### config.mk
export PLATFORM = sky130hd
export DESIGN_NAME = reg_wb_unit_flat
export DESIGN_NICKNAME = d
export VERILOG_FILES = /design/src/rtl/reg_wb_unit_pkg.sv /design/src/rtl/reg_wb_unit_if.sv /design/src/rtl/reg_wb_unit_wb_load_queue.sv /design/src/rtl/reg_wb_unit.sv /design/src/flat_wrapper.sv
export SDC_FILE = /design/constraint.sdc
export NUM_CORES = 2
export LEC_CHECK = 0
export BUFFER_PORTS_ARGS = -buffer_cell sky130_fd_sc_hd__buf_2
export CAP_MARGIN = 20
export CORE_ASPECT_RATIO = 1.75
export CORE_MARGIN = 10
export CORE_UTILIZATION = 40
export CTS_BUF_LIST = sky130_fd_sc_hd__clkbuf_4
export CTS_CLUSTER_DIAMETER = 80
export DETAILED_ROUTE_END_ITERATION = 10
export SETUP_SLACK_MARGIN = 0.4
export SYNTH_ARGS = -nofsm -noshare
export SYNTH_HDL_FRONTEND = slang
export SYNTH_HIERARCHICAL = 1
export SYNTH_SLANG_ARGS = --single-unit
### constraint.sdc
create_clock -name clk -period 4.5 [get_ports clk]
set_clock_uncertainty 0.2 [all_clocks]
set_input_delay 0.45 -clock clk [delete_from_list [all_inputs] [get_ports clk]]
set_output_delay 0.45 -clock clk [all_outputs]
set_load 0.01 [all_outputs]
### src/rtl/reg_wb_unit_pkg.sv
// Shared constants and the load-return payload for the write-back stage.
// XLEN tracks the core's MAX_BIT_POS; 31 is the fallback when config.v has not defined it.
`ifndef MAX_BIT_POS
`define MAX_BIT_POS 31
`endif

package reg_wb_unit_pkg;

   localparam int unsigned XLEN     = `MAX_BIT_POS + 1;
   localparam int unsigned REG_AW   = 5;
   localparam int unsigned NUM_REGS = 32;

   typedef struct packed {
      logic [REG_AW-1:0] rd;
      logic [XLEN-1:0]   data;
   } lq_entry_t;

endpackage

### src/rtl/reg_wb_unit_if.sv
// Bus bundle between execute/LSU/decode and the write-back stage.
interface reg_wb_unit_if
   import reg_wb_unit_pkg::*;
#(
   parameter int unsigned LQ_DEPTH = 2
);
   localparam int unsigned CW = $clog2(LQ_DEPTH) + 1;

   logic              alu_en;
   logic [REG_AW-1:0] alu_rd;
   logic [XLEN-1:0]   alu_data;
   logic              ld_valid;
   logic              ld_ready;
   logic [REG_AW-1:0] ld_rd;
   logic [XLEN-1:0]   ld_data;
   logic              ld_issue;
   logic [REG_AW-1:0] ld_issue_rd;
   logic [REG_AW-1:0] rs1_addr;
   logic [REG_AW-1:0] rs2_addr;
   logic [XLEN-1:0]   rs1_data;
   logic [XLEN-1:0]   rs2_data;
   logic              rs1_busy;
   logic              rs2_busy;
   logic              wb_en;
   logic [REG_AW-1:0] wb_rd;
   logic [XLEN-1:0]   wb_data;
   logic [CW-1:0]     lq_count;

   modport master (
      output alu_en, alu_rd, alu_data, ld_valid, ld_rd, ld_data,
             ld_issue, ld_issue_rd, rs1_addr, rs2_addr,
      input  ld_ready, rs1_data, rs2_data, rs1_busy, rs2_busy,
             wb_en, wb_rd, wb_data, lq_count
   );

   modport slave (
      input  alu_en, alu_rd, alu_data, ld_valid, ld_rd, ld_data,
             ld_issue, ld_issue_rd, rs1_addr, rs2_addr,
      output ld_ready, rs1_data, rs2_data, rs1_busy, rs2_busy,
             wb_en, wb_rd, wb_data, lq_count
   );

endinterface

### src/rtl/reg_wb_unit_wb_load_queue.sv
// In-order load-return FIFO; pointers wrap naturally since DEPTH is a power of two.
module wb_load_queue
   import reg_wb_unit_pkg::*;
#(
   parameter int unsigned DEPTH = 2
) (
   input  logic                         clk,
   input  logic                         rst,
   input  logic                         i_push,
   input  lq_entry_t                    i_entry,
   input  logic                         i_pop,
   output lq_entry_t                    o_head,
   output logic                         o_full,
   output logic                         o_empty,
   output logic [$clog2(DEPTH):0]       o_count
);
   localparam int unsigned PW = $clog2(DEPTH);
   localparam int unsigned CW = PW + 1;

   lq_entry_t       r_mem [DEPTH];
   logic [PW-1:0]   r_wr_ptr;
   logic [PW-1:0]   r_rd_ptr;
   logic [CW-1:0]   r_count;
   logic            w_push;
   logic            w_pop;

   assign o_full  = (r_count == CW'(DEPTH));
   assign o_empty = (r_count == '0);
   assign o_count = r_count;
   assign o_head  = r_mem[r_rd_ptr];
   assign w_push  = i_push & ~o_full;
   assign w_pop   = i_pop & ~o_empty;

   always_ff @(posedge clk or negedge rst) begin
      if (!rst) begin
         r_wr_ptr <= '0;
         r_rd_ptr <= '0;
         r_count  <= '0;
      end else begin
         if (w_push) r_wr_ptr <= r_wr_ptr + PW'(1);
         if (w_pop)  r_rd_ptr <= r_rd_ptr + PW'(1);
         case ({w_push, w_pop})
            2'b10:   r_count <= r_count + CW'(1);
            2'b01:   r_count <= r_count - CW'(1);
            default: r_count <= r_count;
         endcase
      end
   end

   // Payload storage needs no reset: occupancy gates every read.
   always_ff @(posedge clk) begin
      if (w_push) r_mem[r_wr_ptr] <= i_entry;
   end

endmodule

### src/rtl/reg_wb_unit.sv
// Write-back stage: ALU/load arbitration, 32-entry register file, busy scoreboard
// and bypassed read ports for decode.
module reg_wb_unit
   import reg_wb_unit_pkg::*;
#(
   parameter int unsigned LQ_DEPTH = 2
) (
   input  logic          clk,
   input  logic          rst,
   reg_wb_unit_if.slave  bus
);
   localparam int unsigned CW = $clog2(LQ_DEPTH) + 1;

   logic [XLEN-1:0]     r_rf [NUM_REGS];
   logic [NUM_REGS-1:0] r_busy;
   logic                r_wb_en;
   logic [REG_AW-1:0]   r_wb_rd;
   logic [XLEN-1:0]     r_wb_data;

   lq_entry_t           w_ld_entry;
   lq_entry_t           w_head;
   logic                w_full;
   logic                w_empty;
   logic [CW-1:0]       w_count;
   logic                w_alu_wr;
   logic                w_pop;
   logic                w_wr_en;
   logic [REG_AW-1:0]   w_wr_rd;
   logic [XLEN-1:0]     w_wr_data;
   logic [NUM_REGS-1:0] w_busy_nxt;

   assign w_ld_entry = '{rd: bus.ld_rd, data: bus.ld_data};

   wb_load_queue #(.DEPTH(LQ_DEPTH)) u_lq (
      .clk     (clk),
      .rst     (rst),
      .i_push  (bus.ld_valid),
      .i_entry (w_ld_entry),
      .i_pop   (w_pop),
      .o_head  (w_head),
      .o_full  (w_full),
      .o_empty (w_empty),
      .o_count (w_count)
   );

   // ALU to x0 yields the port, so a queued load can still drain that cycle.
   always_comb begin
      w_wr_en   = 1'b0;
      w_wr_rd   = '0;
      w_wr_data = '0;
      w_alu_wr  = bus.alu_en && (bus.alu_rd != '0);
      w_pop     = !w_alu_wr && !w_empty;
      if (w_alu_wr) begin
         w_wr_en   = 1'b1;
         w_wr_rd   = bus.alu_rd;
         w_wr_data = bus.alu_data;
      end else if (w_pop && (w_head.rd != '0)) begin
         w_wr_en   = 1'b1;
         w_wr_rd   = w_head.rd;
         w_wr_data = w_head.data;
      end
   end

   // Clear applied before set, so a fresh issue to the same rd stays busy.
   always_comb begin
      w_busy_nxt = r_busy;
      if (w_pop && (w_head.rd != '0)) w_busy_nxt[w_head.rd] = 1'b0;
      if (bus.ld_issue && (bus.ld_issue_rd != '0)) w_busy_nxt[bus.ld_issue_rd] = 1'b1;
      w_busy_nxt[0] = 1'b0;
   end

   always_ff @(posedge clk or negedge rst) begin
      if (!rst) begin
         for (int i = 0; i < int'(NUM_REGS); i++) r_rf[i] <= '0;
      end else if (w_wr_en) begin
         r_rf[w_wr_rd] <= w_wr_data;
      end
   end

   always_ff @(posedge clk or negedge rst) begin
      if (!rst) begin
         r_busy    <= '0;
         r_wb_en   <= 1'b0;
         r_wb_rd   <= '0;
         r_wb_data <= '0;
      end else begin
         r_busy    <= w_busy_nxt;
         r_wb_en   <= w_wr_en;
         r_wb_rd   <= w_wr_rd;
         r_wb_data <= w_wr_data;
      end
   end

   // x0 is never written, so the array already reads 0 there; w_wr_en implies rd != 0.
   assign bus.rs1_data = (w_wr_en && (bus.rs1_addr == w_wr_rd)) ? w_wr_data : r_rf[bus.rs1_addr];
   assign bus.rs2_data = (w_wr_en && (bus.rs2_addr == w_wr_rd)) ? w_wr_data : r_rf[bus.rs2_addr];
   assign bus.rs1_busy = r_busy[bus.rs1_addr];
   assign bus.rs2_busy = r_busy[bus.rs2_addr];

   assign bus.ld_ready = !w_full;
   assign bus.lq_count = w_count;
   assign bus.wb_en    = r_wb_en;
   assign bus.wb_rd    = r_wb_rd;
   assign bus.wb_data  = r_wb_data;

endmodule

### src/flat_wrapper.sv
// flat-port wrapper written by rule: the top's interface ports become plain ports
module reg_wb_unit_flat import reg_wb_unit_pkg::*;
#(
   parameter int unsigned LQ_DEPTH = 2
)
  (clk, rst, bus_alu_en, bus_alu_rd, bus_alu_data, bus_ld_valid, bus_ld_rd, bus_ld_data, bus_ld_issue, bus_ld_issue_rd, bus_rs1_addr, bus_rs2_addr, bus_ld_ready, bus_rs1_data, bus_rs2_data, bus_rs1_busy, bus_rs2_busy, bus_wb_en, bus_wb_rd, bus_wb_data, bus_lq_count);
  reg_wb_unit_if #(.LQ_DEPTH(LQ_DEPTH)) bus_i ();
  input  logic clk;
  input  logic rst;
  input wire logic [$bits(bus_i.alu_en)-1:0] bus_alu_en;
  input wire logic [$bits(bus_i.alu_rd)-1:0] bus_alu_rd;
  input wire logic [$bits(bus_i.alu_data)-1:0] bus_alu_data;
  input wire logic [$bits(bus_i.ld_valid)-1:0] bus_ld_valid;
  input wire logic [$bits(bus_i.ld_rd)-1:0] bus_ld_rd;
  input wire logic [$bits(bus_i.ld_data)-1:0] bus_ld_data;
  input wire logic [$bits(bus_i.ld_issue)-1:0] bus_ld_issue;
  input wire logic [$bits(bus_i.ld_issue_rd)-1:0] bus_ld_issue_rd;
  input wire logic [$bits(bus_i.rs1_addr)-1:0] bus_rs1_addr;
  input wire logic [$bits(bus_i.rs2_addr)-1:0] bus_rs2_addr;
  output wire logic [$bits(bus_i.ld_ready)-1:0] bus_ld_ready;
  output wire logic [$bits(bus_i.rs1_data)-1:0] bus_rs1_data;
  output wire logic [$bits(bus_i.rs2_data)-1:0] bus_rs2_data;
  output wire logic [$bits(bus_i.rs1_busy)-1:0] bus_rs1_busy;
  output wire logic [$bits(bus_i.rs2_busy)-1:0] bus_rs2_busy;
  output wire logic [$bits(bus_i.wb_en)-1:0] bus_wb_en;
  output wire logic [$bits(bus_i.wb_rd)-1:0] bus_wb_rd;
  output wire logic [$bits(bus_i.wb_data)-1:0] bus_wb_data;
  output wire logic [$bits(bus_i.lq_count)-1:0] bus_lq_count;
  assign bus_i.alu_en = bus_alu_en;
  assign bus_i.alu_rd = bus_alu_rd;
  assign bus_i.alu_data = bus_alu_data;
  assign bus_i.ld_valid = bus_ld_valid;
  assign bus_i.ld_rd = bus_ld_rd;
  assign bus_i.ld_data = bus_ld_data;
  assign bus_i.ld_issue = bus_ld_issue;
  assign bus_i.ld_issue_rd = bus_ld_issue_rd;
  assign bus_i.rs1_addr = bus_rs1_addr;
  assign bus_i.rs2_addr = bus_rs2_addr;
  assign bus_ld_ready = bus_i.ld_ready;
  assign bus_rs1_data = bus_i.rs1_data;
  assign bus_rs2_data = bus_i.rs2_data;
  assign bus_rs1_busy = bus_i.rs1_busy;
  assign bus_rs2_busy = bus_i.rs2_busy;
  assign bus_wb_en = bus_i.wb_en;
  assign bus_wb_rd = bus_i.wb_rd;
  assign bus_wb_data = bus_i.wb_data;
  assign bus_lq_count = bus_i.lq_count;
  reg_wb_unit #(.LQ_DEPTH(LQ_DEPTH)) u_core (.clk(clk), .rst(rst), .bus(bus_i));
endmodule
==> results.txt <==
----------------------------------------------------
[Logic synthesis]
  Dominant cell by count in the synthesized netlist ... sky130_fd_sc_hd__dfrtp_1
  Synthesized cell area ... 59700 sq um
  Cell type with the largest total area after synthesis ... sky130_fd_sc_hd__dfrtp_1
  Sequential share of the synthesized area ... 49.7%
  Netlist cell types ... 66
  Avg Cell Area, Syn ... 12.8 sq um
  Area share of the largest cell type after synthesis ... 46.0%
  Number of warning messages in the yosys log ... 6
  Synthesized instance count ... 4666
  Number of synthesized flops with an enable pin ... 74
  Leading register cell type out of synthesis ... sky130_fd_sc_hd__dfrtp_1
  Commonest cells in the netlist ... sky130_fd_sc_hd__dfrtp_1 (1097), sky130_fd_sc_hd__mux4_2 (518), sky130_fd_sc_hd__mux2_2 (385), sky130_fd_sc_hd__o21ai_0 (346), sky130_fd_sc_hd__nand2_1 (340)
  Number of nets produced by synthesis ... 4761
  Synth Register Bits ... 1171
  Proportion of register bits with asynchronous set or reset after synthesis ... 93.7%
  Leading post-synthesis cells by cell area ... sky130_fd_sc_hd__dfrtp_1 (46%), sky130_fd_sc_hd__mux4_2 (20%), sky130_fd_sc_hd__mux2_2 (7.3%)

[Finish]
  Sequential cell area in the final layout ... 29700 sq um
  Share of the core filled with cells ... 47.4%
  FILL cells ... 13400
  Fraction of final layout cells sized beyond drive strength 1 ... 38.1%
  Number of nets in the layout ... 5175
  Area used by multi-input combinational logic ... 28400 sq um
  Synthesis-to-layout area growth ... 17.7%

[Timing]
  Count of final setup violators ... 20
  Final-layout worst hold slack ... 31.8 ps
  Final critical path time including I/O delays and setup ... 4560 ps
  Final WS setup ... -57.9 ps
  Part of the cycle the worst path needs ... 101%
  Number of pins exceeding their max-slew limit in the final report ... 0
  Tightest Pin Transition ... 1150 ps
  RSZ-0062 raised after global routing ... yes
  Remaining max-slew budget at the tightest pin ... 23.5%
  Total negative setup slack ... -620 ps
  Final number of hold-violating endpoints ... 0
  FMAX ... 0.219 GHz

[CTS]
  CTS max path bufs ... 4
  H-tree level count ... 5
  Clock tree root buffer cell ... sky130_fd_sc_hd__clkbuf_4
  Number of buffers created by CTS ... 286
  # clock sinks ... 1171
  CTS tree ... done
  Clock latency on the worst-skew pair ... 1090 ps
  Clock-pin slew on the worst setup and hold paths ... 70 ps

[Worst hold path]
  Critical hold path startpoint ... bus_alu_rd[3]
  Path category of the worst min-delay check ... in2reg

[Power]
  Clock network fraction of total power ... 20.9%
  Pleak ... 29.8 nW
  Switching portion of total power ... 35.4%
  Pwr dens ... 613 nW/um^2
  Max IR drop VDD ... 0.000265 V
  Sw Pwr ... 15.3 mW
  Seq pwr share ... 42.9%
  Internal cell power ... 27.8 mW
  Part of the power in combinational logic ... 36.3%

[Worst setup path]
  Register-to-register path setup slack ... 870 ps
  Startpoint class of the critical path ... flip-flop
  CP cell instances ... mux2_4 > nand2b_4 > a22o_4 > buf_4 > buf_4 > xnor2_1 > nor4_4 > buf_12 > buf_12 > buf_16 > buf_12 > mux2i_4 > buf_6
  Max FO, Critical Path ... 7
  Worst flop-to-flop path endpoint ... u_core/r_rf[305]
  Required time worst endpoint ... 3850 ps
  R2r worst-path depth ... 10
  Kind of capture point of the worst setup path ... primary output
  Reg-to-reg critical path startpoint ... u_core/u_lq/r_rd_ptr
  Slowest stage delay, CP ... 480 ps
  Crit path top cell by count ... sky130_fd_sc_hd__buf_12
  Path type of the worst setup path ... reg2out
  Arrival time worst endpoint ... 3910 ps
  End point of the critical path ... bus_rs2_data[18]
  Cell with the biggest individual delay on the critical path ... sky130_fd_sc_hd__dfrtp_2
  Worst setup path start ... u_core/u_lq/r_rd_ptr

[Routing]
  Aggregate routed wire length ... 216000 um
  Drt drc ... 0
  Count of TritonRoute iterations in the first routing pass ... 6
  Routed via count ... 44400
  Antenna-violating nets left ... 0
  Ratio of routed vias to standard cells ... 6.12
  DRC violation total after the first TritonRoute iteration ... 4199
  Detail-routed net length per standard cell ... 29.8 um

[Placed design]
  Post-place setup slack ... -91.3 ps
  Final HPWL DP ... 137000 um
  Port Buffers ... 200
  Global placer's final weighted congestion ... 0.868

[GRT]
  Antenna violations before repair ... 13
  Global-route wire length before repair ... 316000 um
  Global-route met1 utilization ... 28.5%
  Aggregate global-route resource usage ... 25.8%
  Overflow after GRT ... 0
  Peak-usage layer in the global routing report ... met2
  Maximum number of pins on one net before global-route repair ... 112
  Global routing met3 resource utilization ... 5.03%
  Routing usage on met2 ... 44.8%
  Vias in the first global route ... 47300

[Run status]
  Outcome ... complete, but fails checks
  Failing checks ... negative setup slack

[Floorplanning]
  Site row count ... 187
  Num ports ... 201
  Horizontal die dimension ... 312 um
  Die ar. ... 166000 sq um
  Die outline height ... 531 um
  Floorplan core area ... 148000 sq um
  Initial core utilization ... 40.2%

[Flow run]
  Max-cap violation count ... 0

----------------------------------------------------
==> worst max-delay path, delay by kind of cell, from the launching register on <==
family / cells / cell delay [ps]
xor+xnor: 1 / 150
flops: 1 / 480
buf+inv: 7 / 1010
compound gates: 1 / 280
mux: 2 / 530
simple gates: 2 / 400
==> power groups by stage <==
| stage | combinational, mW | clock, mW | sequential, mW |
|---|---|---|---|
| 2_1_floorplan | 10.5 | 0 | 17.4 |
| 3_3_place_gp | 14.4 | 0 | 18.1 |
| 3_5_place_dp | 14.8 | 0 | 18.5 |
| 4_1_cts | 15.5 | 9.18 | 18.3 |
| 5_1_grt | 16.8 | 9.69 | 18.9 |
| 6_report | 15.6 | 8.98 | 18.4 |
==> repair_timing <==
action,4_1_cts,5_1_grt
endpoints found under the setup margin,107,64
setup buffers,39,11
hold buffers,133,0
endpoints found under the hold margin,1799,0
gates resized for setup,104,32
gates cloned,2,2
pin swaps,8,3
==> sequential cells by signal (all words and copies together), names as in the netlist <==
register / flops
u_core/u_lq/r_wr_ptr: 1
u_core/u_lq/r_mem: 74
u_core/bus.wb_en: 1
u_core/bus.wb_rd: 5
u_core/bus.wb_data: 32
u_core/u_lq/o_count: 2
u_core/r_rf: 1024
u_core/u_lq/r_rd_ptr: 1
u_core/r_busy: 31
==> worst min-delay path by stage <==
| stage | to | slack, ps | cells after the start |
|---|---|---|---|
| 2_1_floorplan | u_core/bus.wb_data[0] | -50 | 0 |
| 4_1_cts | u_core/r_rf[707] | 7 | 5 |
| 3_3_place_gp | u_core/r_rf[1018] | 180 | 0 |
| 3_5_place_dp | u_core/r_rf[1015] | 180 | 0 |
| 6_report | u_core/bus.wb_rd[4] | 30 | 5 |
| 5_1_grt | u_core/bus.wb_rd[4] | 4 | 5 |
==> metrics by stage <==
stage | cell area (sq um) | instances | power (mW)
after floorplan | 59700 | 4666 | 27.9
after global placement | 64000 | 6587 | 32.5
after detailed placement | 64000 | 6589 | 33.3
after CTS | 69900 | 7238 | 42.9
after global routing | 70200 | 7255 | 45.4
final | 70200 | 7257 | 43.0
==> cell families after synthesis <==
| kind of cell | after synthesis | share of synthesized area (%) |
|---|---|---|
| flops | 1171 | 49.7 |
| mux | 1096 | 30.6 |
| compound gates | 1017 | 9.78 |
| simple gates | 822 | 5.90 |
| buf+inv | 550 | 3.86 |
| xor+xnor | 9 | 0.132 |
| fa+ha+maj | 1 | 0.0210 |
==> routing by layer <==
layer | share of wire [%] | routed length, um
met5 | 0.032 | 70
met4 | 7.0 | 15200
met1 | 35 | 74900
met3 | 7.2 | 15600
met2 | 51 | 110000
==> area by class of cell <==
cell class / instances / share of cell area, %
tap: 1984 / 3.53
timing repair buffer: 631 / 8.54
sequential: 1171 / 42.2
clock buffer: 408 / 4.36
clock inverter: 67 / 0.634
multi-input combinational: 2945 / 40.4
inverter: 45 / 0.249
antenna: 6 / 0.0214
==> placed cells by master (no fill, tap or decap), types with 9 or more instances in the layout <==
cell / netlist / routed
sky130_fd_sc_hd__a21oi_1: 325 / 323
sky130_fd_sc_hd__a22oi_1: 146 / 123
sky130_fd_sc_hd__a22oi_2: 0 / 23
sky130_fd_sc_hd__buf_12: 0 / 83
sky130_fd_sc_hd__buf_2: 75 / 169
sky130_fd_sc_hd__buf_4: 13 / 203
sky130_fd_sc_hd__buf_6: 13 / 30
sky130_fd_sc_hd__clkbuf_4: 0 / 408
sky130_fd_sc_hd__clkinv_1: 2 / 49
sky130_fd_sc_hd__dfrtp_1: 1097 / 1096
sky130_fd_sc_hd__dlygate4sd3_1: 0 / 132
sky130_fd_sc_hd__edfxtp_1: 74 / 74
sky130_fd_sc_hd__inv_1: 42 / 40
sky130_fd_sc_hd__inv_2: 1 / 9
sky130_fd_sc_hd__mux2_1: 59 / 59
sky130_fd_sc_hd__mux2_2: 385 / 382
sky130_fd_sc_hd__mux2_4: 50 / 53
sky130_fd_sc_hd__mux2i_1: 84 / 56
sky130_fd_sc_hd__mux2i_4: 0 / 21
sky130_fd_sc_hd__mux4_2: 518 / 518
sky130_fd_sc_hd__nand2_1: 340 / 338
sky130_fd_sc_hd__nand3_1: 15 / 13
sky130_fd_sc_hd__nand3b_1: 14 / 14
sky130_fd_sc_hd__nor2_1: 323 / 309
sky130_fd_sc_hd__nor2_4: 0 / 11
sky130_fd_sc_hd__nor2b_1: 11 / 9
sky130_fd_sc_hd__nor3_1: 61 / 57
sky130_fd_sc_hd__o211ai_1: 19 / 19
sky130_fd_sc_hd__o21ai_0: 346 / 345
sky130_fd_sc_hd__o21ai_1: 19 / 19
sky130_fd_sc_hd__o22ai_1: 124 / 124
Note: power is estimated with default switching activity, not from simulation.
